### config.mk
export PLATFORM = sky130hd
export DESIGN_NAME = audio_i2s_tx
export DESIGN_NICKNAME = d
export VERILOG_FILES = /design/src/rtl/audio_pkg.sv /design/src/rtl/audio_frame_fifo.sv /design/src/rtl/audio_i2s_tx.sv
export SDC_FILE = /design/constraint.sdc
export NUM_CORES = 1
export LEC_CHECK = 0
export BUFFER_PORTS_ARGS = -buffer_cell sky130_fd_sc_hd__buf_2
export CORE_ASPECT_RATIO = 1.1
export CORE_UTILIZATION = 40
export CTS_CLUSTER_SIZE = 30
export DETAILED_ROUTE_END_ITERATION = 12
export SLEW_MARGIN = 20
export SYNTH_ARGS = -nofsm -noshare
export SYNTH_HDL_FRONTEND = slang
export SYNTH_SLANG_ARGS = --single-unit
### constraint.sdc
create_clock -name iCLK -period 4.1 [get_ports iCLK]
set_clock_uncertainty 0.2 [all_clocks]
set_input_delay 0 -clock iCLK [delete_from_list [all_inputs] [get_ports iCLK]]
set_output_delay 0 -clock iCLK [all_outputs]
set_load 0.1 [all_outputs]
### src/rtl/audio_pkg.sv
// Shared constants for the audio serial transmitter: wire-format mode codes and
// the bit-clock divider helpers used at elaboration time.
package audio_pkg;

  localparam logic [1:0] MODE_I2S  = 2'd0;
  localparam logic [1:0] MODE_LJ   = 2'd1;
  localparam logic [1:0] MODE_DSP  = 2'd2;
  localparam logic [1:0] MODE_RSVD = 2'd3;

  function automatic int unsigned bck_half(input int unsigned ref_clk,
                                           input int unsigned sample_rate,
                                           input int unsigned frame_bits);
    return ref_clk / (sample_rate * frame_bits * 2);
  endfunction

  // True only when the system clock divides into whole BCK half-periods.
  function automatic bit bck_half_exact(input int unsigned ref_clk,
                                        input int unsigned sample_rate,
                                        input int unsigned frame_bits);
    int unsigned den;
    den = sample_rate * frame_bits * 2;
    return (den != 0) && (ref_clk >= den) && ((ref_clk % den) == 0);
  endfunction

endpackage

### src/rtl/audio_frame_fifo.sv
// Synchronous frame FIFO with occupancy count; push is dropped when full and pop
// is ignored when empty. Read data is the head entry, valid while not empty.
module audio_frame_fifo #(
  parameter int unsigned Width = 32,
  parameter int unsigned Depth = 8
) (
  input  logic                   clk_i,
  input  logic                   rst_i,
  input  logic                   push_i,
  input  logic [Width-1:0]       wdata_i,
  input  logic                   pop_i,
  output logic [Width-1:0]       rdata_o,
  output logic                   full_o,
  output logic                   empty_o,
  output logic [$clog2(Depth):0] level_o
);

  localparam int unsigned PtrW = $clog2(Depth);

  logic [Width-1:0] mem_q [Depth];
  logic [PtrW-1:0]  wptr_q, rptr_q;
  logic [PtrW:0]    level_q;
  logic             push_en, pop_en;

  assign full_o  = (level_q == (PtrW + 1)'(Depth));
  assign empty_o = (level_q == '0);
  assign push_en = push_i && !full_o;
  assign pop_en  = pop_i && !empty_o;
  assign rdata_o = mem_q[rptr_q];
  assign level_o = level_q;

  always_ff @(posedge clk_i or posedge rst_i) begin
    if (rst_i) begin
      wptr_q  <= '0;
      rptr_q  <= '0;
      level_q <= '0;
    end else begin
      if (push_en) wptr_q <= wptr_q + 1'b1;
      if (pop_en)  rptr_q <= rptr_q + 1'b1;
      if (push_en && !pop_en)      level_q <= level_q + 1'b1;
      else if (pop_en && !push_en) level_q <= level_q - 1'b1;
    end
  end

  always_ff @(posedge clk_i) begin
    if (push_en) mem_q[wptr_q] <= wdata_i;
  end

endmodule

### src/rtl/audio_i2s_tx.sv
// Multi-channel audio serial transmitter (I2S / left-justified / DSP-TDM).
// BCK and LRCK are registered outputs advanced by clock enables on iCLK only.
module audio_i2s_tx
  import audio_pkg::*;
#(
  parameter int unsigned REF_CLK         = 18432000,
  parameter int unsigned SAMPLE_RATE     = 48000,
  parameter int unsigned DATA_WIDTH      = 16,
  parameter int unsigned SLOT_WIDTH      = 16,
  parameter int unsigned CHANNEL_NUM     = 2,
  parameter int unsigned FIFO_DEPTH      = 8,
  parameter int unsigned UNDERRUN_REPEAT = 0
) (
  input  logic                              iCLK,
  input  logic                              iRST,
  input  logic [DATA_WIDTH*CHANNEL_NUM-1:0] iDATA,
  input  logic                              iVALID,
  output logic                              oREADY,
  input  logic [1:0]                        iMODE,
  input  logic                              iMUTE,
  output logic                              oAUD_BCK,
  output logic                              oAUD_LRCK,
  output logic                              oAUD_DATA,
  output logic                              oUNDERRUN,
  output logic [$clog2(FIFO_DEPTH):0]       oFIFO_LEVEL
);

  localparam int unsigned FRAME_BITS = CHANNEL_NUM * SLOT_WIDTH;
  localparam int unsigned FRAME_W    = DATA_WIDTH * CHANNEL_NUM;
  localparam int unsigned BCK_HALF   = bck_half(REF_CLK, SAMPLE_RATE, FRAME_BITS);
  localparam int unsigned DivW       = (BCK_HALF > 1) ? $clog2(BCK_HALF) : 1;
  localparam int unsigned BitW       = $clog2(FRAME_BITS);

  if (!bck_half_exact(REF_CLK, SAMPLE_RATE, FRAME_BITS)) begin : g_bad_ratio
    $error("REF_CLK is not a whole multiple of 2*SAMPLE_RATE*FRAME_BITS");
  end
  if (DATA_WIDTH < 8 || DATA_WIDTH > 32 || SLOT_WIDTH < DATA_WIDTH) begin : g_bad_width
    $error("DATA_WIDTH must be 8..32 and no wider than SLOT_WIDTH");
  end

  logic [DivW-1:0]       div_q, div_d;
  logic                  bck_q, bck_d;
  logic [BitW-1:0]       bit_q, bit_d;
  logic [FRAME_BITS-1:0] frame_q, frame_d;
  logic [1:0]            mode_q, mode_d;
  logic                  lrck_q, lrck_d;
  logic                  data_q, data_d;
  logic                  underrun_q, underrun_d;

  logic                  tick, fall, load;
  logic                  fifo_pop, fifo_full, fifo_empty;
  logic [FRAME_W-1:0]    fifo_rdata;
  logic [FRAME_BITS-1:0] fifo_stream;
  logic [BitW-1:0]       lj_idx, i2s_idx;

  audio_frame_fifo #(
    .Width (FRAME_W),
    .Depth (FIFO_DEPTH)
  ) u_fifo (
    .clk_i   (iCLK),
    .rst_i   (iRST),
    .push_i  (iVALID),
    .wdata_i (iDATA),
    .pop_i   (fifo_pop),
    .rdata_o (fifo_rdata),
    .full_o  (fifo_full),
    .empty_o (fifo_empty),
    .level_o (oFIFO_LEVEL)
  );

  // Stream order: bit FRAME_BITS-1 is slot0 MSB, samples left-aligned in their slots.
  always_comb begin
    fifo_stream = '0;
    for (int unsigned c = 0; c < CHANNEL_NUM; c++) begin
      fifo_stream[FRAME_BITS-1-c*SLOT_WIDTH -: DATA_WIDTH] =
          fifo_rdata[c*DATA_WIDTH +: DATA_WIDTH];
    end
  end

  assign tick = (div_q == DivW'(BCK_HALF - 1));
  assign fall = tick && bck_q;
  assign load = fall && (bit_q == BitW'(FRAME_BITS - 1));

  always_ff @(posedge iCLK or posedge iRST) begin
    if (iRST) begin
      div_q      <= '0;
      bck_q      <= 1'b0;
      bit_q      <= '0;
      frame_q    <= '0;
      mode_q     <= MODE_I2S;
      lrck_q     <= 1'b0;
      data_q     <= 1'b0;
      underrun_q <= 1'b0;
    end else begin
      div_q      <= div_d;
      bck_q      <= bck_d;
      bit_q      <= bit_d;
      frame_q    <= frame_d;
      mode_q     <= mode_d;
      lrck_q     <= lrck_d;
      data_q     <= data_d;
      underrun_q <= underrun_d;
    end
  end

  always_comb begin
    div_d      = tick ? '0 : div_q + 1'b1;
    bck_d      = bck_q ^ tick;
    bit_d      = bit_q;
    frame_d    = frame_q;
    mode_d     = mode_q;
    underrun_d = 1'b0;
    fifo_pop   = 1'b0;
    if (load) begin
      bit_d      = '0;
      mode_d     = (iMODE == MODE_RSVD) ? MODE_LJ : iMODE;
      fifo_pop   = !fifo_empty;
      underrun_d = fifo_empty;
      if (iMUTE)                      frame_d = '0;
      else if (!fifo_empty)           frame_d = fifo_stream;
      else if (UNDERRUN_REPEAT == 0)  frame_d = '0;
    end else if (fall) begin
      bit_d = bit_q + 1'b1;
    end
  end

  // I2S lags by one bit; at b=0 it still shows the old frame's final bit.
  always_comb begin
    lrck_d  = lrck_q;
    data_d  = data_q;
    lj_idx  = BitW'(FRAME_BITS - 1) - bit_d;
    i2s_idx = lj_idx + 1'b1;
    if (fall) begin
      if (mode_d == MODE_DSP) lrck_d = (bit_d == '0);
      else                    lrck_d = (bit_d >= BitW'(FRAME_BITS / 2));
      if (mode_d == MODE_I2S) data_d = (bit_d == '0) ? frame_q[0] : frame_d[i2s_idx];
      else                    data_d = frame_d[lj_idx];
    end
  end

  assign oAUD_BCK  = bck_q;
  assign oAUD_LRCK = lrck_q;
  assign oAUD_DATA = data_q;
  assign oUNDERRUN = underrun_q;
  assign oREADY    = !fifo_full;

endmodule

==> flow_summary.toml, run 1 <==
[place]
hpwl_um = 16140
post-place-cells = 1187
gpl.final_weighted_congestion = 0.8933
place.port_buffers = 46

[critical_path]
worst_setup_path_start_kind = "flop"
critPathSlowestCell = "or4_1"
critPathMostFrequentCell = "ha_1"
crit_chain = "ha_1, and3_1, ha_1, nand2b_4, o31ai_4, nor2_1, and2_1, ha_1, nor2_1, a41oi_1, o21ai_0, or4_1, a211o_1"
crit_fanout = 8
timing.critical_path.required_ns = 4.35
worstSetupEndpointType = "flop"
critical_path_arrival_ns = 4.14
timing.setup.critical_path_class = "reg -> reg"
slowest_delay_ns = 0.48

[drt]
final_antenna_net_count = 0
routed_wl_um = 27240
drt_pre_antenna_iters = 4
drtIter0Drc = 324
avgRoutedWirePerCell_um = 21.25
detail_route.drc_violations = 0
viasPerCell = 5.310
dr_total_vias = 6807

[clocking]
source_to_sink_clock_delay_at_the_later_pin_of_the_worst_skew_pair_ns = 0.56
post_cts_resize_count = 0
post_cts.repair.setup_buffers = 0
clock_sink_count = 312
clk_pin_slew_ns = 0.07
numCtsBuffers = 31
cts_tree = "done"
cts-root-buf = "clkbuf_16"
clock_tree.buffer_depth = 3
cts.hold.buffers_added = 38
h-tree-depth = 1

[synthesis]
yosysTopAreaCell = "edfxtp_1"
post-synth-top-area-fraction_pct = 59.64
synth.net_count = 774
synth_area_um2 = 12890
synth_enable_flop_cells = 256
ys_ff_latch = 312
syn_inst = 725
synth-compound-area-share_pct = 5.281
ys_seq_area_share_pct = 70.51
ys.warnings.count = 0
netlist_top_cells_area = "edfxtp_1 60%, mux4_2 11%, dfrtp_1 11%"
yosys.area_share.simple_pct = 4.494
synthXorXnorAreaFrac_pct = 0.8930
synth.distinct_cells = 57
main_combinational_cell_family_by_area_after_synthesis = "multiplexers"
synth_flop_cell = "edfxtp_1"
adder_cell_fraction_of_synth_area_pct = 1.126
synth.mux.area_fraction_pct = 15.87
synth_async_sr_flop_share_pct = 17.95
synth.avg_cell_area_um2 = 17.78

[global_route]
grt_use_total_pct = 16.95
grt_pass1_vias = 7137
grt_start_max_net_pins = 35
grt_first_pass_wirelength_um = 42180
total_grt_overflow = 0
grt_antenna_before_repair = 0

[timing]
setup_tns_ns = 0
finalCritPeriodShare_pct = 94.86
rsz0062_at_grt = "no"
clock.fmax_mhz = 257.1
finalMaxSlewViolations = 0
maxSlewHeadroom_pct = 42.36
final.min_clock_period_ns = 3.889
timing.final.hold_violations = 0
tightestPinTransition_ns = 0.8580
final-setup-viol-count = 0

[cells_and_area]
cell_count_final_fillers_out = 1282
final_layout_size_suffix_gt1_share_pct = 25.52
syn_to_final_growth_pct = 17.59
final_cell_mix = "256 x edfxtp_1, 65 x mux4_2, 64 x nand2_1, 52 x dfrtp_1, 46 x buf_2"
mostFrequentLayoutCell = "edfxtp_1"
ant_cells = 0
fillCellCount = 2669
num-nets-final = 887

[power]
power.internal_w = 0.005702
power_density_nw_per_um2 = 503.7
combPwrFrac_pct = 12.5
clockPowerShare_pct = 34.9
switchingPower_w = 0.001932
p_leak_nw = 5.232
seq_power_share_pct = 52.6
sw_frac_of_total_pct = 25.31
vdd.ir_drop.worst_v = 0.0002591

[floorplanning]
floorplan.rows = 68
ioPinCount = 47
die_width_um = 173.2
initial_utilization_pct = 40.84
die_height_um = 190.3
dieArea_um2 = 32950
core_area_um2 = 31570

[worst_hold_path]
hold_path_class = "in -> reg"

[status]
run_status = "completed"

[flow_run]
max-cap-violations = 0
per-layer routing:
metal,up-vias,part of all wire (%),track usage [%]
met3,40,4.0,2.512
met2,133,49,28.41
met5,-,0,0
met1,3527,45,23.07
met4,0,2.2,4.935
li1,3107,-,-
kinds of logic after synthesis:
kind of cell	Yosys count
adder cells (fa/ha/maj)	11
buffers and inverters	48
XOR/XNOR	11
AND/OR/NAND/NOR	128
flip-flops	312
multiplexers	119
AO/OA/AOI/OAI	96
synthesized netlist by cell type, types with 2 or more instances:
cell	n
nand2_1	64
and3_1	2
buf_2	8
a31oi_1	3
xor2_1	2
a21oi_1	15
a211oi_1	2
buf_6	5
and2b_2	2
o22ai_1	4
a21o_1	16
nor2_1	28
buf_4	2
ha_1	10
o211ai_1	5
a2111oi_0	4
inv_1	13
nand3_1	6
mux4_2	65
buf_1	8
clkbuf_1	11
and2_1	2
o2111ai_1	3
edfxtp_1	256
nand2b_1	5
o221ai_1	2
mux2_2	10
mux2i_1	42
xnor2_1	8
o311ai_0	3
dfrtp_1	56
o21ai_0	28
nor3_1	10
nor4_1	2
state kept, by name (all words and copies together), names as in the netlist, 2 cells and up:
signal / count
mode_q: 2
u_fifo.mem_q: 256
div_q: 3
u_fifo.wptr_q: 3
u_fifo.level_o: 4
u_fifo.rptr_q: 3
frame_q: 32
bit_q: 5
worst paths after layout:
path | start | endpoint | slack [ns] | depth (start not counted)
setup reg to reg | bit_q[1] | oAUD_DATA | 0.21 | 13
hold / removal | iDATA[23] | u_fifo.mem_q[1][23] | 0.05 | 2
max in group asynchronous | iRST | u_fifo.rptr_q[1] | 2.35 | 5
setup / recovery | bit_q[1] | oAUD_DATA | 0.21 | 13
hold reg to reg | oAUD_LRCK | oAUD_LRCK | 0.29 | 2
min in group asynchronous | iRST | u_fifo.level_o[3] | 0.49 | 4
power groups by stage:
stage,registers (W),logic (W),clock network (W)
finish,0.00401,0.000957,0.00266
global route,0.00405,0.00104,0.00284
CTS,0.00402,0.000985,0.00271
detailed placement,0.00408,0.000953,0
global placement,0.00407,0.000950,0
floorplan,0.00419,0.000449,0
critical path: cells and delay by family, from the launching register on:
family / cells / cell delay (ns)
AOI/OAI and AO/OA: 4 / 1.04
DFF: 1 / 0.41
and+or+nand+nor: 6 / 1.28
adders and majority gates: 3 / 0.86
through the flow:
stage	setup slack, ns	utilization [%]	hold WS (ns)	instance area (um^2)	total power, W
2_1_floorplan	-0.4903	-	-0.1011	12930	0.004643
4_1_cts	0.2156	48.02	0.02662	15160	0.007718
3_5_place_dp	0.2311	43.82	-0.01483	13830	0.005037
6_report	0.2109	48.02	0.04505	15160	0.007634
3_3_place_gp	0.2543	43.82	-0.01466	13830	0.005020
5_1_grt	0.04212	48.02	0.03109	15160	0.007929
layout make-up:
type	instances	area [um^2]	share of cell area [%]
clock buffer	47	845.8	5.580
clock inverter	10	100.1	0.6604
inverter	14	52.55	0.3467
multi-input combinational	365	3649	24.07
sequential	312	9099	60.03
tap	420	525.5	3.467
timing repair buffer	114	885.9	5.844
Note: power is estimated with default switching activity, not from simulation.
==> run 2: changes to the inputs <==
--- a/config.mk
+++ b/config.mk
@@ -10,6 +10,7 @@
 export CORE_UTILIZATION = 40
 export CTS_CLUSTER_SIZE = 30
 export DETAILED_ROUTE_END_ITERATION = 12
+export RECOVER_POWER = 100
 export SLEW_MARGIN = 20
 export SYNTH_ARGS = -nofsm -noshare
 export SYNTH_HDL_FRONTEND = slang
==> run 2 against run 1 <==
Hold slack gained 0.014 ns. Largest power group unchanged. Critical path type unchanged. Sequential share of layout area grew 0.47 points. The run now ends with max-capacitance violations, max-slew violations left. Largest cell class unchanged. Core utilization shrank 0.38 points.
==> flow_summary.toml, run 2 (synthesized netlist as in run 1, its figures left out) <==
[status]
run_status = "complete, but fails checks"
failed_checks = "max-capacitance violations, max-slew violations"

[clocking]
post_cts_resize_count = 0
cts-root-buf = "clkbuf_16"
clock_sink_count = 312
cts_tree = "done"
numCtsBuffers = 31
cts.hold.buffers_added = 38
source_to_sink_clock_delay_at_the_later_pin_of_the_worst_skew_pair_ns = 0.55
clk_pin_slew_ns = 0.07
post_cts.repair.setup_buffers = 0
h-tree-depth = 1
clock_tree.buffer_depth = 3

[power]
vdd.ir_drop.worst_v = 0.0002581
power_density_nw_per_um2 = 505.7
p_leak_nw = 5.086

[drt]
final_antenna_net_count = 0
wl_met2_um = 13310
avgRoutedWirePerCell_um = 21.23
routed_wl_um = 27220
wl_met1_um = 12300
dr.max_layer_used = "met4"
drtIter0Drc = 305
met3WireLength_um = 1178
dr_total_vias = 6755
detail_route.drc_violations = 0
drt_pre_antenna_iters = 4
viasPerCell = 5.269

[worst_hold_path]
hold_path_depth = 4
timing.hold.worst_endpoint = "mode_q[0]"
hold_path.startpoint = "iMODE[0]"
hold_path_class = "in -> reg"

[global_route]
grt_start_max_net_pins = 35
grt_antenna_before_repair = 0
grt_first_pass_wirelength_um = 42180
total_grt_overflow = 0
grt_use_total_pct = 16.95
grt_pass1_vias = 7137

[floorplanning]
die_width_um = 173.2
initial_utilization_pct = 40.84
die_height_um = 190.3
floorplan.rows = 68
ioPinCount = 47
dieArea_um2 = 32950
core_area_um2 = 31570

[critical_path]
timing.critical_path.depth = 13
crit_fanout = 8
r2r-start = "bit_q[1]"
crit-reg2reg-capture = "oAUD_DATA"
critPathSlowestCell = "or4_1"
critPathMostFrequentCell = "ha_1"
timing.setup.critical_path_class = "reg -> reg"
critical_path_arrival_ns = 4.14
worst_setup_path_start_kind = "flop"
slowest_delay_ns = 0.48
worstSetupEndpointType = "flop"
internal_reg_to_reg_setup_slack_ns = 0.21
r2r_cells = 13
critPathTopFamily = "simple AND/OR/NAND/NOR gates"
crit_chain = "ha_1, and3_1, ha_1, nand2b_4, o31ai_4, nor2_1, and2_0, ha_1, nor2_1, a41oi_1, o21ai_0, or4_1, a211o_1"
number_of_buffers_and_inverters_on_the_critical_path = 0
timing.critical_path.required_ns = 4.35

[place]
post-place-cells = 1187
gpl.final_weighted_congestion = 0.8933
hpwl_um = 16140
place.port_buffers = 46
placed_area_um2 = 13830

[timing]
tightestPinTransition_ns = 2.039
final.min_clock_period_ns = 3.889
finalMaxSlewViolations = 52
rsz0062_at_grt = "no"
finalCritPeriodShare_pct = 94.86
final-setup-viol-count = 0
clock.fmax_mhz = 257.1
maxSlewHeadroom_pct = -36.43
setup_tns_ns = 0
timing.final.hold_violations = 0

[flow_run]
max-cap-violations = 3

[cells_and_area]
ant_cells = 0
seqCellArea_um2 = 9099
layout_top_registers = "u_fifo.mem_q (256), frame_q (32), bit_q (5)"
registers.top_by_ff_count = "u_fifo.mem_q"
cell_count_final_fillers_out = 1282
syn_to_final_growth_pct = 16.67
mostFrequentLayoutCell = "edfxtp_1"
fillCellCount = 2697
num-nets-final = 887
postLayoutCellArea_um2 = 15040
largest_register_ff_count = 256
multi_input_comb_area_um2 = 3608
final_cell_mix = "256 x edfxtp_1, 65 x mux4_2, 64 x nand2_1, 60 x clkbuf_1, 52 x dfrtp_1"
final_layout_size_suffix_gt1_share_pct = 19.49
-- run 2: stage by stage --
| stage | util (%) | hold WS [ns] | setup WS (ns) | total power (W) |
|---|---|---|---|---|
| 2_1_floorplan | - | -0.1011 | -0.4903 | 0.004643 |
| 3_3_place_gp | 43.82 | -0.01466 | 0.2543 | 0.005020 |
| 3_5_place_dp | 43.82 | -0.01483 | 0.2311 | 0.005037 |
| 4_1_cts | 48.02 | 0.02662 | 0.2156 | 0.007718 |
| 5_1_grt | 47.64 | 0.08057 | 0.03510 | 0.007895 |
| 6_report | 47.64 | 0.05872 | 0.2108 | 0.007605 |
-- run 2: metal layers --
layer	global-route usage, %	up-vias
li1	-	3098
met1	23.07	3493
met2	28.41	136
met3	2.512	28
met4	4.935	0
met5	0	-
-- run 2: tightest hold or removal path: cells and delay by family --
family / cells / cell delay (ns)
buffers and inverters: 2 / 0.64
and+or+nand+nor: 2 / 0.13
-- run 2: worst max-delay path by stage --
stage                      start                 end  slack (ns)
3_5_place_dp            bit_q[1]           oAUD_DATA        0.23
2_1_floorplan  u_fifo.level_o[0]  u_fifo.mem_q[7][0]       -0.49
4_1_cts                 bit_q[1]           oAUD_DATA        0.22
3_3_place_gp            bit_q[1]           oAUD_DATA        0.25
6_report                bit_q[1]           oAUD_DATA        0.21
5_1_grt                 bit_q[1]           oAUD_DATA        0.04
-- run 2: report_power, final --
part	switching, W	internal (W)	leakage (nW)	total (W)
Sequential	0.000146	0.00388	2.93	0.00402
Clock	0.00113	0.00154	0.460	0.00267
Combinational	0.000645	0.000271	1.69	0.000915
Total	0.00192	0.00569	5.09	0.00760
-- run 2: cell type report --
type	count	area share [%]
flip-flops and latches	312	60.50
multi-input cells	365	24.00
clock buffers	47	5.624
repair buffers	114	5.366
well taps	420	3.494
clock inverters	10	0.6656
inverters	14	0.3494
